`src/rtl/bitutils_pkg.sv`:
```
// Shared bit-manipulation types for the ALU backend: op encoding,
// count-width helper and the machine word type.
package bitutils;

   typedef enum logic [1:0] {
      CLZ  = 2'd0,
      CTZ  = 2'd1,
      CPOP = 2'd2
   } bitop_e;

   localparam int XLEN = 64;
   typedef logic [XLEN-1:0] word_t;

   // A count over `width` bits ranges 0..width inclusive.
   function automatic int cnt_w(input int width);
      return $clog2(width) + 1;
   endfunction

endpackage

```
`src/rtl/bit_chunk_count.sv`:
```
// Combinational per-chunk counter: leading zeros, trailing zeros,
// population count and all-zero flag of one CHUNK-bit slice.
module bit_chunk_count #(
   parameter int CHUNK = 8,
   parameter int CW    = $clog2(CHUNK) + 1
) (
   input  logic [CHUNK-1:0] data_i,
   output logic [CW-1:0]    lz_o,
   output logic [CW-1:0]    tz_o,
   output logic [CW-1:0]    pop_o,
   output logic             zero_o
);

   // lz scans upward so the highest set bit wins; tz scans downward so the
   // lowest set bit wins. The two scans share nothing.
   always_comb begin
      lz_o = CW'(CHUNK);
      for (int i = 0; i < CHUNK; i++)
         if (data_i[i]) lz_o = CW'(CHUNK - 1 - i);
   end

   always_comb begin
      tz_o = CW'(CHUNK);
      for (int i = CHUNK - 1; i >= 0; i--)
         if (data_i[i]) tz_o = CW'(i);
   end

   always_comb begin
      pop_o = '0;
      for (int i = 0; i < CHUNK; i++)
         pop_o = pop_o + CW'(data_i[i]);
   end

   assign zero_o = ~|data_i;

endmodule

```
`src/rtl/bit_count_pipe.sv`:
```
// Two-stage CLZ/CTZ/CPOP unit with valid/ready handshake, tag passthrough,
// flush, and optional RV64 32-bit word mode.
module bit_count_pipe
   import bitutils::*;
#(
   parameter int WIDTH = 32,
   parameter int CHUNK = 8,
   parameter int TAG_W = 5,
   parameter int HAS_W = 0
) (
   input  logic             clk,
   input  logic             rst_n,
   input  logic             flush,
   input  logic             in_valid,
   output logic             in_ready,
   input  bitop_e           in_op,
   input  logic             in_wmode,
   input  logic [WIDTH-1:0] in_value,
   input  logic [TAG_W-1:0] in_tag,
   output logic             out_valid,
   input  logic             out_ready,
   output logic [WIDTH-1:0] out_result,
   output logic             out_zero,
   output logic [TAG_W-1:0] out_tag
);

   localparam int NCH   = WIDTH / CHUNK;
   localparam int NCH_W = 32 / CHUNK;
   localparam int CW    = $clog2(CHUNK) + 1;
   localparam int RW    = cnt_w(WIDTH);

   logic             wmode_in;
   logic [WIDTH-1:0] eff_val;
   logic [CW-1:0]    c_lz  [NCH];
   logic [CW-1:0]    c_tz  [NCH];
   logic [CW-1:0]    c_pop [NCH];
   logic [NCH-1:0]   c_zero;

   logic             vld_p1_q, vld_p1_d, vld_p2_q, vld_p2_d;
   logic             s1_en, s2_en, accept, load_p2;

   logic [CW-1:0]    lz_p1_q  [NCH];
   logic [CW-1:0]    tz_p1_q  [NCH];
   logic [CW-1:0]    pop_p1_q [NCH];
   logic [NCH-1:0]   zero_p1_q;
   bitop_e           op_p1_q;
   logic             wm_p1_q;
   logic [TAG_W-1:0] tag_p1_q;

   logic [RW-1:0]    res_p2_q, res_p2_d;
   logic             zero_p2_q, zero_p2_d;
   logic [TAG_W-1:0] tag_p2_q;

   assign wmode_in = (HAS_W != 0) && in_wmode;

   // Word mode zeroes the upper half so those chunks read as all-zero.
   always_comb begin
      eff_val = in_value;
      if (wmode_in)
         for (int i = 32; i < WIDTH; i++) eff_val[i] = 1'b0;
   end

   for (genvar g = 0; g < NCH; g++) begin : g_chunk
      bit_chunk_count #(.CHUNK(CHUNK)) u_chunk (
         .data_i (eff_val[g*CHUNK +: CHUNK]),
         .lz_o   (c_lz[g]),
         .tz_o   (c_tz[g]),
         .pop_o  (c_pop[g]),
         .zero_o (c_zero[g])
      );
   end

   assign s2_en    = !vld_p2_q || out_ready;
   assign s1_en    = !vld_p1_q || s2_en;
   assign in_ready = s1_en && !flush;
   assign accept   = in_valid && in_ready;
   assign load_p2  = s2_en && vld_p1_q;

   always_comb begin
      vld_p1_d = s1_en ? accept : vld_p1_q;
      vld_p2_d = s2_en ? vld_p1_q : vld_p2_q;
      if (flush) begin
         vld_p1_d = 1'b0;
         vld_p2_d = 1'b0;
      end
   end

   // ---- stage 1: per-chunk counts ----
   always_ff @(posedge clk) begin
      if (accept) begin
         for (int c = 0; c < NCH; c++) begin
            lz_p1_q[c]  <= c_lz[c];
            tz_p1_q[c]  <= c_tz[c];
            pop_p1_q[c] <= c_pop[c];
         end
         zero_p1_q <= c_zero;
         op_p1_q   <= in_op;
         wm_p1_q   <= wmode_in;
         tag_p1_q  <= in_tag;
      end
   end

   // Chunks above the effective width are skipped, so an all-zero operand
   // naturally accumulates to EW for CLZ/CTZ.
   always_comb begin
      int            nch_eff;
      logic [RW-1:0] clz_acc, ctz_acc, pop_acc;
      logic          clz_done, ctz_done, all_zero;
      nch_eff  = wm_p1_q ? NCH_W : NCH;
      clz_acc  = '0;
      ctz_acc  = '0;
      pop_acc  = '0;
      clz_done = 1'b0;
      ctz_done = 1'b0;
      all_zero = 1'b1;
      for (int c = NCH - 1; c >= 0; c--) begin
         if (c < nch_eff && !clz_done) begin
            if (zero_p1_q[c]) clz_acc = clz_acc + RW'(CHUNK);
            else begin
               clz_acc  = clz_acc + RW'(lz_p1_q[c]);
               clz_done = 1'b1;
            end
         end
      end
      for (int c = 0; c < NCH; c++) begin
         if (c < nch_eff) begin
            pop_acc  = pop_acc + RW'(pop_p1_q[c]);
            all_zero = all_zero & zero_p1_q[c];
            if (!ctz_done) begin
               if (zero_p1_q[c]) ctz_acc = ctz_acc + RW'(CHUNK);
               else begin
                  ctz_acc  = ctz_acc + RW'(tz_p1_q[c]);
                  ctz_done = 1'b1;
               end
            end
         end
      end
      case (op_p1_q)
         CLZ:     res_p2_d = clz_acc;
         CTZ:     res_p2_d = ctz_acc;
         default: res_p2_d = pop_acc;
      endcase
      zero_p2_d = all_zero;
   end

   // ---- stage 2: combined result / output register ----
   always_ff @(posedge clk or negedge rst_n) begin
      if (!rst_n) begin
         vld_p1_q  <= 1'b0;
         vld_p2_q  <= 1'b0;
         res_p2_q  <= '0;
         zero_p2_q <= 1'b0;
         tag_p2_q  <= '0;
      end else begin
         vld_p1_q <= vld_p1_d;
         vld_p2_q <= vld_p2_d;
         if (load_p2) begin
            res_p2_q  <= res_p2_d;
            zero_p2_q <= zero_p2_d;
            tag_p2_q  <= tag_p1_q;
         end
      end
   end

   assign out_valid  = vld_p2_q;
   assign out_result = {{(WIDTH-RW){1'b0}}, res_p2_q};
   assign out_zero   = zero_p2_q;
   assign out_tag    = tag_p2_q;

endmodule

```
`config.mk`:
```
export PLATFORM = sky130hd
export DESIGN_NAME = bit_count_pipe
export DESIGN_NICKNAME = d
export VERILOG_FILES = /design/src/rtl/bitutils_pkg.sv /design/src/rtl/bit_chunk_count.sv /design/src/rtl/bit_count_pipe.sv
export SDC_FILE = /design/constraint.sdc
export NUM_CORES = 1
export LEC_CHECK = 0
export CAP_MARGIN = 5
export CORE_MARGIN = 2
export CORE_UTILIZATION = 66
export CTS_CLUSTER_DIAMETER = 50
export CTS_CLUSTER_SIZE = 24
export DETAILED_ROUTE_END_ITERATION = 6
export DONT_BUFFER_PORTS = 1
export GPL_TIMING_DRIVEN = 0
export MAX_ROUTING_LAYER = met4
export PLACE_DENSITY = 0.84
export RECOVER_POWER = 50
export SYNTH_ARGS = -nofsm -noshare
export SYNTH_HDL_FRONTEND = slang
export SYNTH_SLANG_ARGS = --single-unit
```
`constraint.sdc`:
```
create_clock -name clk -period 11.2 [get_ports clk]
set_input_delay 2.8 -clock clk [delete_from_list [all_inputs] [get_ports clk]]
set_output_delay 2.8 -clock clk [all_outputs]
set_load 0.02 [all_outputs]
```
; ---- After elaboration in Yosys (flattened, before gate mapping)
; Memories as Yosys holds them, arrays and structs flattened.
; Index checks and enable logic that the tools add are counted.
[classes]
n_addsub = 43
eq_ne = 1
mux = 95
n_reduce_logical = 19
n_bitwise = 3
[op_table]
columns = operator, n
row1 = two-way mux 4 bit, 66
row2 = adder 4 x 1 -> 4 bit, 24
row3 = two-way mux 6 bit, 12
row4 = adder 6 x 4 -> 6 bit, 7
row5 = "adder 6 x 4 -> 6 bit, second input constant", 6
row6 = OR reduction 8 bit, 4
row7 = two-way mux 1 bit, 16
row8 = one-hot mux 6 bit (2 select lines), 1
row9 = adder 1 x 1 -> 2 bit, 4
row10 = logical NOT 1 bit, 7
row11 = adder 5 x 4 -> 6 bit, 1
row12 = adder 4 x 4 -> 5 bit, 1
row13 = nonzero test 2 bit, 2
row14 = AND 1 bit, 3
row15 = logical AND 1 bit, 3
row16 = "equality test 2 x 1 -> 1 bit, second input constant", 1
row17 = logical NOT 2 bit, 1
row18 = logical OR 1 bit, 2
[word_totals]
word_cells = 172
ramBits = 48
inputBits = 45
reg_bits = 25
n_memories = 3
out_inout_bits = 40
[mem_list]
columns = name, depth, width, read_ports, rd_ports_with_merged_regs, wr, line_no
row1 = lz_p1_q, 4, 4, 4, 0, 4, bit_count_pipe.sv:42  ; logic [CW-1:0] lz_p1_q [NCH];
row2 = pop_p1_q, 4, 4, 4, 0, 4, bit_count_pipe.sv:44  ; logic [CW-1:0] pop_p1_q [NCH];
row3 = tz_p1_q, 4, 4, 4, 0, 4, bit_count_pipe.sv:43  ; logic [CW-1:0] tz_p1_q [NCH];

; ---- Logic depth before layout (Yosys ltp)
; An unclocked memory read counts as a cell.
[depth]
ltp_word = 12
mapped_depth = 19
ltp_nobuf = 18

; ---- Modules after synthesis
; From an unflattened synthesis, not the netlist that was laid out.
[unflattened]
cells_unflattened = 529
hier_area_um2 = 5639.2
[modules_own_cells]
columns = mod, cells_per_inst, n_inst, area_each_um2, seq_area_each_um2
row1 = bit_count_pipe, 365, 1, 4317.9, 2122.0
row2 = bit_chunk_count, 41, 4, 330.3, 0.0

; ---- Least setup slack after synthesis
; Ideal clock, no wire load.
[synth_timing]
path_type = input to output
start = in out_ready
end = out in_ready
n_path_buf = 0
stages = 2
arrival_time_ns = 3.255
slack_ns = 5.145
required_ns = 8.400
cell_sequence = nor2b_1 a21oi_1
[synth_via]
elab_chain_len = 3
[synth_rtl]
columns = item, line_no
row1 = "start, declared", bit_count_pipe.sv:21  ; input logic out_ready,
row2 = logical OR 1 bit, bit_count_pipe.sv:73  ; assign s2_en = !vld_p2_q || out_ready;
row3 = logical OR 1 bit, bit_count_pipe.sv:74  ; assign s1_en = !vld_p1_q || s2_en;
row4 = logical AND 1 bit, bit_count_pipe.sv:75  ; assign in_ready = s1_en && !flush;
row5 = "end, declared", bit_count_pipe.sv:15  ; output logic in_ready,
; Every way passes these cells.

; ---- Worst setup path in the final report
; Same ends and word-level chain as after synthesis.

==> summary by stage <==
Clock tree
The count of hold buffers inserted by post-cts repair is 0. The number of gates resized after CTS is 0. After clock tree synthesis, the setup repair step added 0 buffers. For the worst-skew pair, the clock arrives at the later sink with an insertion delay of 0.35 ns. Buffers inserted during clock tree synthesis total 9. Clock-pin slew was measured on the worst setup and hold paths at 0.08 ns. TritonCTS built the clock tree. The H-tree was split into 3 levels. The clock sink count is 73. The tree is rooted in a clkbuf_8. No sink is reached through more buffers than the 2 on the longest clock path.

Yosys
The number of distinct library cells after synthesis is 55. The average instance in the mapped netlist occupies 10.2 um2. The count of flip-flops with a built-in enable after synthesis is 59. In the synthesized netlist, the number of instances is 559. The share of synthesized area occupied by flip-flops and latches is 0.372. The async set-reset flop share out of synthesis is 0.192. Yosys attributes the largest share of cell area to edfxtp_1, ha_1, fa_1. edfxtp_1 takes more of the synthesized area than any other cell. For this run, the leading register cell type out of synthesis is edfxtp_1. The most numerous cell in the Yosys netlist is inv_1.

Counting flops and latches in the post-synthesis netlist gives 73. The share of synthesized area in the top cell type comes to 0.311. Ranked by instance count, the synthesized netlist is headed by inv_1, ha_1, edfxtp_1. Yosys printed 0 warnings. The cell area after synthesis is 0.00570 mm2.

Global routing
For this run, the total global-route usage over all layers was measured as 0.261. Summed over all layers, the global routing overflow is 0. Entering global routing, the biggest net connects 40 pins. The number of global-route vias before repair is 4066. The number of antenna violations at the first check in global routing is 0.

The first global-routing pass estimated 18900 um of wire.

Setup path
In this run the critical register-to-register path is launched from zero_p1_q[3]$_DFFE_PP_. STA classifies the critical path startpoint as a primary input. Data arrives at the worst endpoint at 3.29 ns.

The slowest cell on the critical path is a21oi_1. STA classifies the critical path endpoint as a primary output. Along the worst path, the maximum fanout reaches 5. The type of the setup path with the least slack is in -> out.

At the worst endpoint, the required time is 8.40 ns. The signal on the critical path passes through nor2b_1, a21oi_1. The worst stage delay on the critical path is 0.43 ns. The dominant delay contributor by cell family on the critical path is compound AO/OA/AOI/OAI gates. The critical path contains buffers and inverters numbering 0 combined.

The critical path launch point is out_ready.

Die
During I/O placement, the number of pins put on the boundary was 85. The initial utilization of the core area, before any placement, comes to 0.687. Measured along the y axis, the die boundary spans 96.9 um. The die boundary width is 96.9 um. The area of the core region is 0.00830 mm2. The number of rows in the core area is 33.

The die covers 0.00939 mm2.

Timing
The final worst hold slack is 0.447 ns. Across all setup checks in the final design, the least slack found is 5.11 ns. Measured against its own limit, the worst slew margin works out to 0.0387. The final number of hold-violating endpoints came to 0. Setup violations remaining at the end of the flow were counted as 0. Setup total negative slack on the finished layout was measured at 0 ns. The maximum clock skew at final layout is 0.0171 ns. The highest attainable clock frequency is 164 MHz. The post-layout minimum cycle time is 6.09 ns. The portion of the clock cycle consumed by the worst path in the final layout is 0.544.

At the pin with the least slew margin, the transition time is 1.44 ns. The max-slew violation count is 0. Setup repair after global routing left no endpoint under its margin.

Drt
Dividing the detail-routed wire length by the instance count gives 16.4 um. In the routed design, unresolved DRC markers number 0. The via count normalized by instance count is 5.64. The violation count after the first detailed-routing iteration is 249. The count of TritonRoute iterations in the first routing pass is 4. The routed via count is 3983.

Once detail routing completed, the nets flagged for antenna violations numbered 0. The wire length reported by the detailed router is 11600 um.

Run status
The flow ran to the end, and the final reports show no timing, DRC or antenna violations.

Final layout
The area of all placed cells without fillers is 0.00616 mm2. The count of nets after finishing is 732. The number of antenna diodes in the final layout is 0. The layout overhead on the synthesized area is 8.12%. The fill cell total of the finished layout is 567. In the final layout, the share of cells above drive strength 1 is 0.0915.

Place
At the placement stage, the worst setup path has a slack of 5.12 ns. Once detailed placement completed, the half-perimeter wirelength came to 9270 um. The congestion estimate from routability-driven global placement came to 0.982. During placement, the flow inserted port buffers numbering 0.

Summing all placed instances gives a cell area of 0.00595 mm2.

Hold path
The tightest min-delay check is of the reg -> reg type. The hold path startpoint is tag_p1_q[1]$_DFFE_PP_.

Pwr
The worst-case IR drop observed on VDD is 96.0 uV. The reported leakage power is 0.00293 uW. Power spread over the standard cell area amounts to 125 mW/mm2.

Run
Across the run, the number of max-cap violations was 0.
[sequential cells by signal, summed over array words and instances (netlist names), 2 cells and up]
register and count:
res_p2_q 6, zero_p1_q 4, tz_p1_q 16, lz_p1_q 16, tag_p1_q 5, out_tag 5
pop_p1_q 16, op_p1_q 2
[final cells by class]
cell class              instances  area [um2]  share of cell area
flip-flops and latches         73        2120               0.344
plain buffers                  35         234              0.0380
well taps                     105         131              0.0213
multi-input cells             399        3150               0.511
repair buffers                  1        20.0             0.00325
clock inverters                 6        90.1              0.0146
inverters                      77         289              0.0469
clock buffers                  10         128              0.0207
[final timing paths]
kind | end | slack [ns] | cells past startpoint
worst max-delay path | in_ready | 5.11 | 2
worst min-delay path | out_tag[1]$_DFFE_PN0P_ | 0.45 | 2
worst max register to register | res_p2_q[3]$_DFFE_PN0P_ | 6.56 | 17
worst min register to register | out_tag[1]$_DFFE_PN0P_ | 0.45 | 2
max in group asynchronous | res_p2_q[0]$_DFFE_PN0P_ | 8.99 | 0
min in group asynchronous | out_tag[1]$_DFFE_PN0P_ | 2.13 | 0
[per-layer routing]
metal | track usage | share of wire | vias to the layer above
li1 | - | - | 1937
met1 | 0.308 | 0.41 | 1891
met2 | 0.444 | 0.51 | 134
met3 | 0.0658 | 0.059 | 21
met4 | 0.0780 | 0.019 | 0
met5 | - | 0 | -
[cell families (layout without fill, tap and decap cells)]
family / count (synthesis) / after routing / synth area share
AO/OA/AOI/OAI: 125 / 125 / 0.142
buffers and inverters: 112 / 129 / 0.0918
XOR/XNOR: 22 / 22 / 0.0338
adder cells (fa/ha/maj): 91 / 91 / 0.239
AND/OR/NAND/NOR: 133 / 133 / 0.116
multiplexers: 2 / 2 / 0.00395
other: 1 / 26 / 0.000658
flip-flops: 73 / 73 / 0.372
[stage by stage]
stage	std cells	utilization	total power, uW
floorplan	584	-	492
global placement	689	0.714	531
detailed placement	690	0.716	544
CTS	706	0.743	770
global route	706	0.743	808
finish	706	0.743	767
[power by group]
part / internal (uW) / total (uW) / switching (uW) / leakage [uW]
sequential: 321 / 349 / 27.4 / 0.000767
combinational: 84.4 / 195 / 110 / 0.00205
clock: 126 / 224 / 97.8 / 0.000107
total: 532 / 767 / 235 / 0.00293
[cell usage in the layout (no fill, tap or decap), types with 8 or more instances in the layout]
| master | synthesis | routed |
|---|---|---|
| a211oi_1 | 8 | 8 |
| a21o_1 | 12 | 12 |
| a21oi_1 | 45 | 45 |
| buf_4 | 26 | 26 |
| clkbuf_8 | 0 | 9 |
| conb_1 | 1 | 26 |
| dfrtp_1 | 14 | 14 |
| edfxtp_1 | 59 | 59 |
| fa_1 | 30 | 30 |
| ha_1 | 61 | 61 |
| inv_1 | 76 | 76 |
| nand2_1 | 29 | 29 |
| nor2_1 | 46 | 46 |
| nor2b_1 | 24 | 24 |
| o21ai_0 | 12 | 12 |
| o21bai_1 | 11 | 11 |
| xnor2_1 | 10 | 10 |
| xor2_1 | 12 | 12 |
Power figures use the tool's default switching activity.
